File: src/rtl/irq_event_gen.sv
// Purpose : per-channel event qualifier/coalescer producing sticky level interrupts and overflow flags.
// Latency : qualifying event in cycle n -> irq_o in cycle n+1 (n+3 with IRQ_EVT_SYNC_EN defined).
// Backpr. : clear port is valid/ready; ready drops for the one cycle after every accepted clear.
//
// Ports:
//   clk_i, rst_ni         clock, asynchronous active-low reset
//   evt_i                 raw event inputs (may be asynchronous only when IRQ_EVT_SYNC_EN is defined)
//   edge_mode_i           per channel: 1 = rising-edge qualified, 0 = level qualified
//   thresh_i              global coalescing threshold (0 behaves as 1)
//   clr_valid_i/clr_idx_i clear request; clr_ready_o handshake ready
//   clr_err_o             one-cycle pulse after an accepted clear whose index is out of range
//   irq_o, ovf_o, cnt_o   pending bits, sticky overflow bits, packed counters (channel 0 in LSBs)
// Optional macro: IRQ_EVT_SYNC_EN inserts a 2-flop synchroniser on evt_i.
module irq_event_gen #(
    parameter int N_EVT = 8,
    parameter int CNT_W = 8,
    parameter int IDX_W = (N_EVT > 1) ? $clog2(N_EVT) : 1
) (
    input  logic                   clk_i,
    input  logic                   rst_ni,
    input  logic [N_EVT-1:0]       evt_i,
    input  logic [N_EVT-1:0]       edge_mode_i,
    input  logic [CNT_W-1:0]       thresh_i,
    input  logic                   clr_valid_i,
    input  logic [IDX_W-1:0]       clr_idx_i,
    output logic                   clr_ready_o,
    output logic                   clr_err_o,
    output logic [N_EVT-1:0]       irq_o,
    output logic [N_EVT-1:0]       ovf_o,
    output logic [N_EVT*CNT_W-1:0] cnt_o
);

    localparam logic [IDX_W:0] N_EVT_L = (IDX_W+1)'(N_EVT);

    logic [N_EVT-1:0]            e;
    logic [N_EVT-1:0]            e_q, e_d;
    logic [N_EVT-1:0]            qual;
    logic [N_EVT-1:0]            pend_q, pend_d;
    logic [N_EVT-1:0]            ovf_q, ovf_d;
    logic [N_EVT-1:0][CNT_W-1:0] cnt_q, cnt_d;
    logic                        clr_ready_q, clr_ready_d;
    logic                        clr_err_q, clr_err_d;

    logic [CNT_W-1:0]            thr_eff;
    logic                        clr_fire;
    logic                        clr_bad;

    // Per-channel scratch values, rewritten every loop iteration.
    logic                        clr_hit;
    logic [CNT_W-1:0]            cnt_base;
    logic                        pend_base;
    logic                        ovf_base;
    logic [CNT_W:0]              cnt_inc;

`ifdef IRQ_EVT_SYNC_EN
    logic [N_EVT-1:0] sync1_q, sync1_d;
    logic [N_EVT-1:0] sync2_q, sync2_d;

    always_comb begin
        sync1_d = evt_i;
        sync2_d = sync1_q;
    end

    always_ff @(posedge clk_i or negedge rst_ni) begin
        if (!rst_ni) begin
            sync1_q <= '0;
            sync2_q <= '0;
        end else begin
            sync1_q <= sync1_d;
            sync2_q <= sync2_d;
        end
    end

    assign e = sync2_q;
`else
    assign e = evt_i;
`endif

    assign thr_eff  = (thresh_i == '0) ? CNT_W'(1) : thresh_i;
    assign clr_fire = clr_valid_i & clr_ready_q;
    assign clr_bad  = ({1'b0, clr_idx_i} >= N_EVT_L);

    // Edge history tracks e every cycle regardless of mode, so switching
    // a channel to edge mode never sees a stale history bit.
    assign qual = (edge_mode_i & e & ~e_q) | (~edge_mode_i & e);

    always_comb begin
        e_d         = e;
        pend_d      = pend_q;
        ovf_d       = ovf_q;
        cnt_d       = cnt_q;
        clr_ready_d = ~clr_fire;
        clr_err_d   = clr_fire & clr_bad;
        clr_hit     = 1'b0;
        cnt_base    = '0;
        pend_base   = 1'b0;
        ovf_base    = 1'b0;
        cnt_inc     = '0;

        for (int i = 0; i < N_EVT; i++) begin
            // A clear is applied first so that a same-cycle event is counted
            // against a fresh channel rather than being lost.
            clr_hit   = clr_fire && ({1'b0, clr_idx_i} == (IDX_W+1)'(i));
            cnt_base  = clr_hit ? '0   : cnt_q[i];
            pend_base = clr_hit ? 1'b0 : pend_q[i];
            ovf_base  = clr_hit ? 1'b0 : ovf_q[i];
            cnt_inc   = {1'b0, cnt_base} + (CNT_W+1)'(1);

            cnt_d[i]  = cnt_base;
            pend_d[i] = pend_base;
            ovf_d[i]  = ovf_base;

            if (qual[i]) begin
                ovf_d[i] = ovf_base | pend_base;
                // Clamp to thr_eff; also covers a threshold lowered below the count.
                if (cnt_inc >= {1'b0, thr_eff}) begin
                    cnt_d[i]  = thr_eff;
                    pend_d[i] = 1'b1;
                end else begin
                    cnt_d[i]  = cnt_inc[CNT_W-1:0];
                end
            end
        end
    end

    always_ff @(posedge clk_i or negedge rst_ni) begin
        if (!rst_ni) begin
            e_q         <= '0;
            pend_q      <= '0;
            ovf_q       <= '0;
            cnt_q       <= '0;
            clr_ready_q <= 1'b0;
            clr_err_q   <= 1'b0;
        end else begin
            e_q         <= e_d;
            pend_q      <= pend_d;
            ovf_q       <= ovf_d;
            cnt_q       <= cnt_d;
            clr_ready_q <= clr_ready_d;
            clr_err_q   <= clr_err_d;
        end
    end

    assign irq_o       = pend_q;
    assign ovf_o       = ovf_q;
    assign cnt_o       = cnt_q;
    assign clr_ready_o = clr_ready_q;
    assign clr_err_o   = clr_err_q;

endmodule

File: config.mk
export PLATFORM = sky130hd
export DESIGN_NAME = irq_event_gen
export DESIGN_NICKNAME = d
export VERILOG_FILES = /design/src/rtl/irq_event_gen.sv
export SDC_FILE = /design/constraint.sdc
export NUM_CORES = 1
export LEC_CHECK = 0
export ABC_AREA = 1
export CAP_MARGIN = 20
export CORE_MARGIN = 10
export CORE_UTILIZATION = 55
export DETAILED_ROUTE_END_ITERATION = 7
export GPL_ROUTABILITY_DRIVEN = 0
export MAX_ROUTING_LAYER = met4
export PLACE_DENSITY = 0.86
export SETUP_SLACK_MARGIN = 0.2
export SYNTH_ARGS = -nofsm -noshare
export SYNTH_HDL_FRONTEND = slang
export SYNTH_SLANG_ARGS = --single-unit
File: constraint.sdc
create_clock -name clk_i -period 9 [get_ports clk_i]
set_input_delay 1.8 -clock clk_i [delete_from_list [all_inputs] [get_ports clk_i]]
set_output_delay 1.8 -clock clk_i [all_outputs]
set_load 0.03 [all_outputs]
### Word-level counts from Yosys, hierarchy flattened

Index checks and enable logic that the tools add are counted.

* add/sub/neg operators: 8
* order comparisons: 8
* eq/ne operators: 7
* mux-type cells: 65
* bitwise logic cells: 16
* reductions and logical operators: 10

Operators with widths (number)
* 8-bit two-way mux: 25
* 8-bit by 1-bit adder with 9-bit output (second input constant): 8
* 9-bit by 8-bit >= comparator with 1-bit output: 8
* 1-bit two-way mux: 40
* 8-bit AND: 3
* 8-bit inverter: 2
* 3-bit == test (second input constant): 4
* 1-bit logical AND: 8
* 8-bit zero test: 1
* 1-bit OR: 8
* 8-bit OR: 1
* 3-bit by 2-bit == test with 1-bit output (second input constant): 2
* 3-bit by 1-bit == test with 1-bit output (second input constant): 1
* 3-bit zero test: 1
* 1-bit AND: 1
* 1-bit inverter: 1

* register bits: 89
* input bits: 30
* output and inout bits: 82
* word-level logic and storage cells: 126

### Longest topological paths before layout

* word-level depth: 7
* gate-level depth with buffers: 24
* mapped depth without buffers: 24

### Worst setup path after synthesis

Ideal clock, no wire load.

* path kind: input port to flip-flop
* start point: in clr_valid_i
* end point: reg cnt_q (netlist bit cnt_o[3])
* library setup time: 118 ps
* data arrival time: 4140 ps
* required time: 8882 ps
* setup slack: 4742 ps
* stages on the path: 21
* path buffers: 1
* cells stage by stage: nand2_2 -> nor2_4 -> nand2_2 -> buf_2 -> nand2_1 -> inv_1 -> ha_1 -> inv_1 -> nor3_1 -> nand3_1 -> nand2_1 -> inv_1 -> ha_1 -> nand2_1 -> nor2_1 -> a21oi_1 -> nand2_1 -> nor2_4 -> nand2_1 -> nand3_1 -> nand2_1

RTL lines
* start: declaration: line 24 `input logic clr_valid_i,`
* end signal: assignment: line 138 `cnt_q <= cnt_d;`
* end: declaration: line 40 `logic [N_EVT-1:0][CNT_W-1:0] cnt_q, cnt_d;`

==> results.py <==
metrics = {
    "synthesis": {
        "yosys_most_used_dff": "dfrtp_1",
        "synth_common_cells": "465 x nand2_1, 187 x inv_1, 156 x nand3_1, 89 x dfrtp_1, 71 x ha_1",
        "synth-compound-area-share_pct": 4.02,
        "syn_area_um2": 7670,
        "ys.warnings.count": 0,
        "synth_edf_count": 0,
        "yosysTopAreaCell": "dfrtp_1",
        "ys_seq_elements": 89,
        "synthSimpleGateAreaFrac_pct": 43.7,
        "synthXorXnorAreaFrac_pct": 1.26,
        "synth_top_family_by_area": "simple AND/OR/NAND/NOR gates",
        "netlist_instances": 1195,
        "synth_most_common_cell": "nand2_1",
        "synthTopCellsByArea": "dfrtp_1 29%, nand2_1 23%, ha_1 12%",
        "synth_area_per_cell_um2": 6.42,
        "synth_cell_types": 34,
        "synth.net_count": 1296,
        "synth_fa_ha_area_share_pct": 11.6,
        "synthMuxAreaShare_pct": 0,
        "synthArstFlopShare_pct": 100,
        "synth.top_cell.area_share_pct": 29.1,
        "yosysSeqAreaShare_pct": 29.1,
    },
    "layout": {
        "utilization_pct": 67.2,
        "layout-drive-gt1-share_pct": 4.49,
        "diodes": 0,
        "nNetsFinal": 1409,
        "area_delta_synth_final_pct": 20.8,
        "fill_cells": 1206,
    },
    "floorplan": {
        "start_util_pct": 55.7,
        "dieWidth_um": 138,
        "core_area_um2": 13800,
        "die_area_um2": 19100,
        "rows": 43,
        "pin_count": 112,
        "die_height_um": 138,
    },
    "clocking": {
        "clkSinkCount": 89,
        "clock_latency_ps": 370,
        "htreeDepth": 3,
        "hold_buffers": 0,
        "postCtsSetupRepairBufs": 0,
        "cts_tree": "built",
        "path_clk_slew_ps": 70,
        "numCtsBuffers": 9,
        "cts_buffer_depth": 2,
        "cts_resized": 0,
        "root_buffer": "clkbuf_16",
    },
    "sta": {
        "finalSetupViolCount": 0,
        "fin_skew_ps": 6.60,
        "fmax_mhz": 178,
        "finalCritPeriodShare_pct": 62.2,
        "finalMaxSlewViolations": 0,
        "rsz0062_at_grt": "false",
        "finalHoldViolCount": 0,
        "tightest_slew_ps": 798,
        "setup_ws_ps": 3400,
        "hold_slack_ps": 489,
        "finalSetupTns_ps": 0,
        "slew_headroom_pct": 46.6,
        "post-route-min-period_ps": 5600,
    },
    "drt": {
        "viasPerCell": 5.40,
        "drc": 0,
        "wire_per_inst_um": 14.3,
        "first_pass_iters": 7,
        "drtAntennaViolNets": 0,
        "vias": 8065,
        "drt_iter0_drc": 761,
        "routed_wl_mm": 21.4,
    },
    "worst_hold_path": {
        "hold_class": "register to register",
        "min_to": "ovf_o[2]$_DFF_PN0_",
        "holdCritStartpoint": "ovf_o[2]$_DFF_PN0_",
        "whs_path_depth": 2,
    },
    "global_routing": {
        "grt_util_all_layers_pct": 22.4,
        "grt_antenna_before_repair": 0,
        "grt_max_degree": 54,
        "grt_remaining_overflow": 0,
        "grt_pass1_wl_mm": 36.0,
        "grt_pass1_vias": 7777,
    },
    "critical_path": {
        "worst-setup-path-type": "input pin to register",
        "path_max_fanout": 17,
        "cp-start-kind": "input pin",
        "crit_path_end_kind": "register",
        "rr_startpoint": "clr_ready_o$_DFF_PN0_",
        "r2r-end": "cnt_o[5]$_DFF_PN0_",
        "worstPathArrival_ps": 5860,
        "r2r_slack_ps": 5450,
        "rr_worst_depth": 20,
        "cp.required_ps": 9250,
    },
    "run": {
        "max_cap_violations": 0,
    },
    "power": {
        "leakage_nw": 5.33,
        "p_total_mw": 3.24,
        "ir_drop_mv": 0.196,
        "power_density_nw_per_um2": 350,
    },
    "placement": {
        "dpl.hpwl_mm": 15.7,
        "dp_slack_ps": 3090,
        "portBuffers": 110,
    },
    "status": {
        "outcome": "complete, no violations",
    },
}
## report_power, final
group | switching [mW] | internal, mW | total [mW] | leakage, nW
Sequential | 0.167 | 0.560 | 0.727 | 1.05
Clock | 0.172 | 0.222 | 0.394 | 0.142
Combinational | 1.33 | 0.785 | 2.12 | 4.13
## layer usage
| layer | wire (µm) | share of wire, % | GRT usage (%) |
|---|---|---|---|
| met5 | 0 | 0 | - |
| met4 | 559 | 2.6 | 9.49 |
| met3 | 1310 | 6.1 | 3.18 |
| met2 | 10500 | 49 | 37.4 |
| met1 | 8980 | 42 | 26.5 |
## worst max path at each step
| stage | start | slack, ps | to |
|---|---|---|---|
| after global placement | thresh_i[4] | 3390 | cnt_o[52]$_DFF_PN0_ |
| after CTS | thresh_i[4] | 3420 | cnt_o[51]$_DFF_PN0_ |
| after global routing | thresh_i[4] | 3030 | cnt_o[50]$_DFF_PN0_ |
| final | thresh_i[3] | 3400 | cnt_o[51]$_DFF_PN0_ |
| after floorplan | clr_valid_i | 4740 | cnt_o[3]$_DFF_PN0_ |
| after detailed placement | thresh_i[4] | 3090 | cnt_o[50]$_DFF_PN0_ |
## flip-flops by register name, summed over array words and instances (netlist names)
register and flops:
e_q 8, cnt_o 64, ovf_o 8, clr_ready_o 1, irq_o 8
## layout make-up
class / count / area (µm²) / area share (%)
multi-input combinational: 896 / 4640 / 50.2
timing repair buffer: 112 / 1110 / 12.0
sequential: 89 / 2230 / 24.1
clock buffer: 11 / 243 / 2.62
clock inverter: 5 / 55.1 / 0.595
tap: 180 / 225 / 2.43
inverter: 200 / 751 / 8.11
## cells in the final DEF, fill, tap and decap left out, types with 21 or more instances in the layout
cell	netlist	final
inv_1	187	187
a21oi_1	21	21
nor2_1	69	69
nand3_1	156	156
o21ai_0	23	23
nand2_1	465	465
ha_1	71	71
clkdlybuf4s50_1	0	109
dfrtp_1	89	89
nand4_1	21	21
## worst max-delay path, cell delays in order
cell and delay, ps:
clkdlybuf4s50_1 460, clkinv_1 520, nand4_1 310, nor4_1 70, nor2_1 610, inv_1 460, ha_1 420, nand3_1 80
nor2_1 40, a21oi_1 180, a21boi_1 550, nand3_1 170, nand3_1 120, nand2_1 60
## logic make-up after synthesis
family                     after synthesis
AOI/OAI and AO/OA                       56
xor gates and xnor gates                11
adders and majority gates               71
buffers and inverters                  210
DFF                                     89
other                                    1
and+or+nand+nor                        757
## metrics by stage
stage | instances | instance area, µm²
2_1_floorplan | 1195 | 7670
3_3_place_gp | 1477 | 8960
3_5_place_dp | 1477 | 8960
4_1_cts | 1493 | 9260
5_1_grt | 1493 | 9260
6_report | 1493 | 9260
No activity file was read; power rests on OpenSTA's default activity.
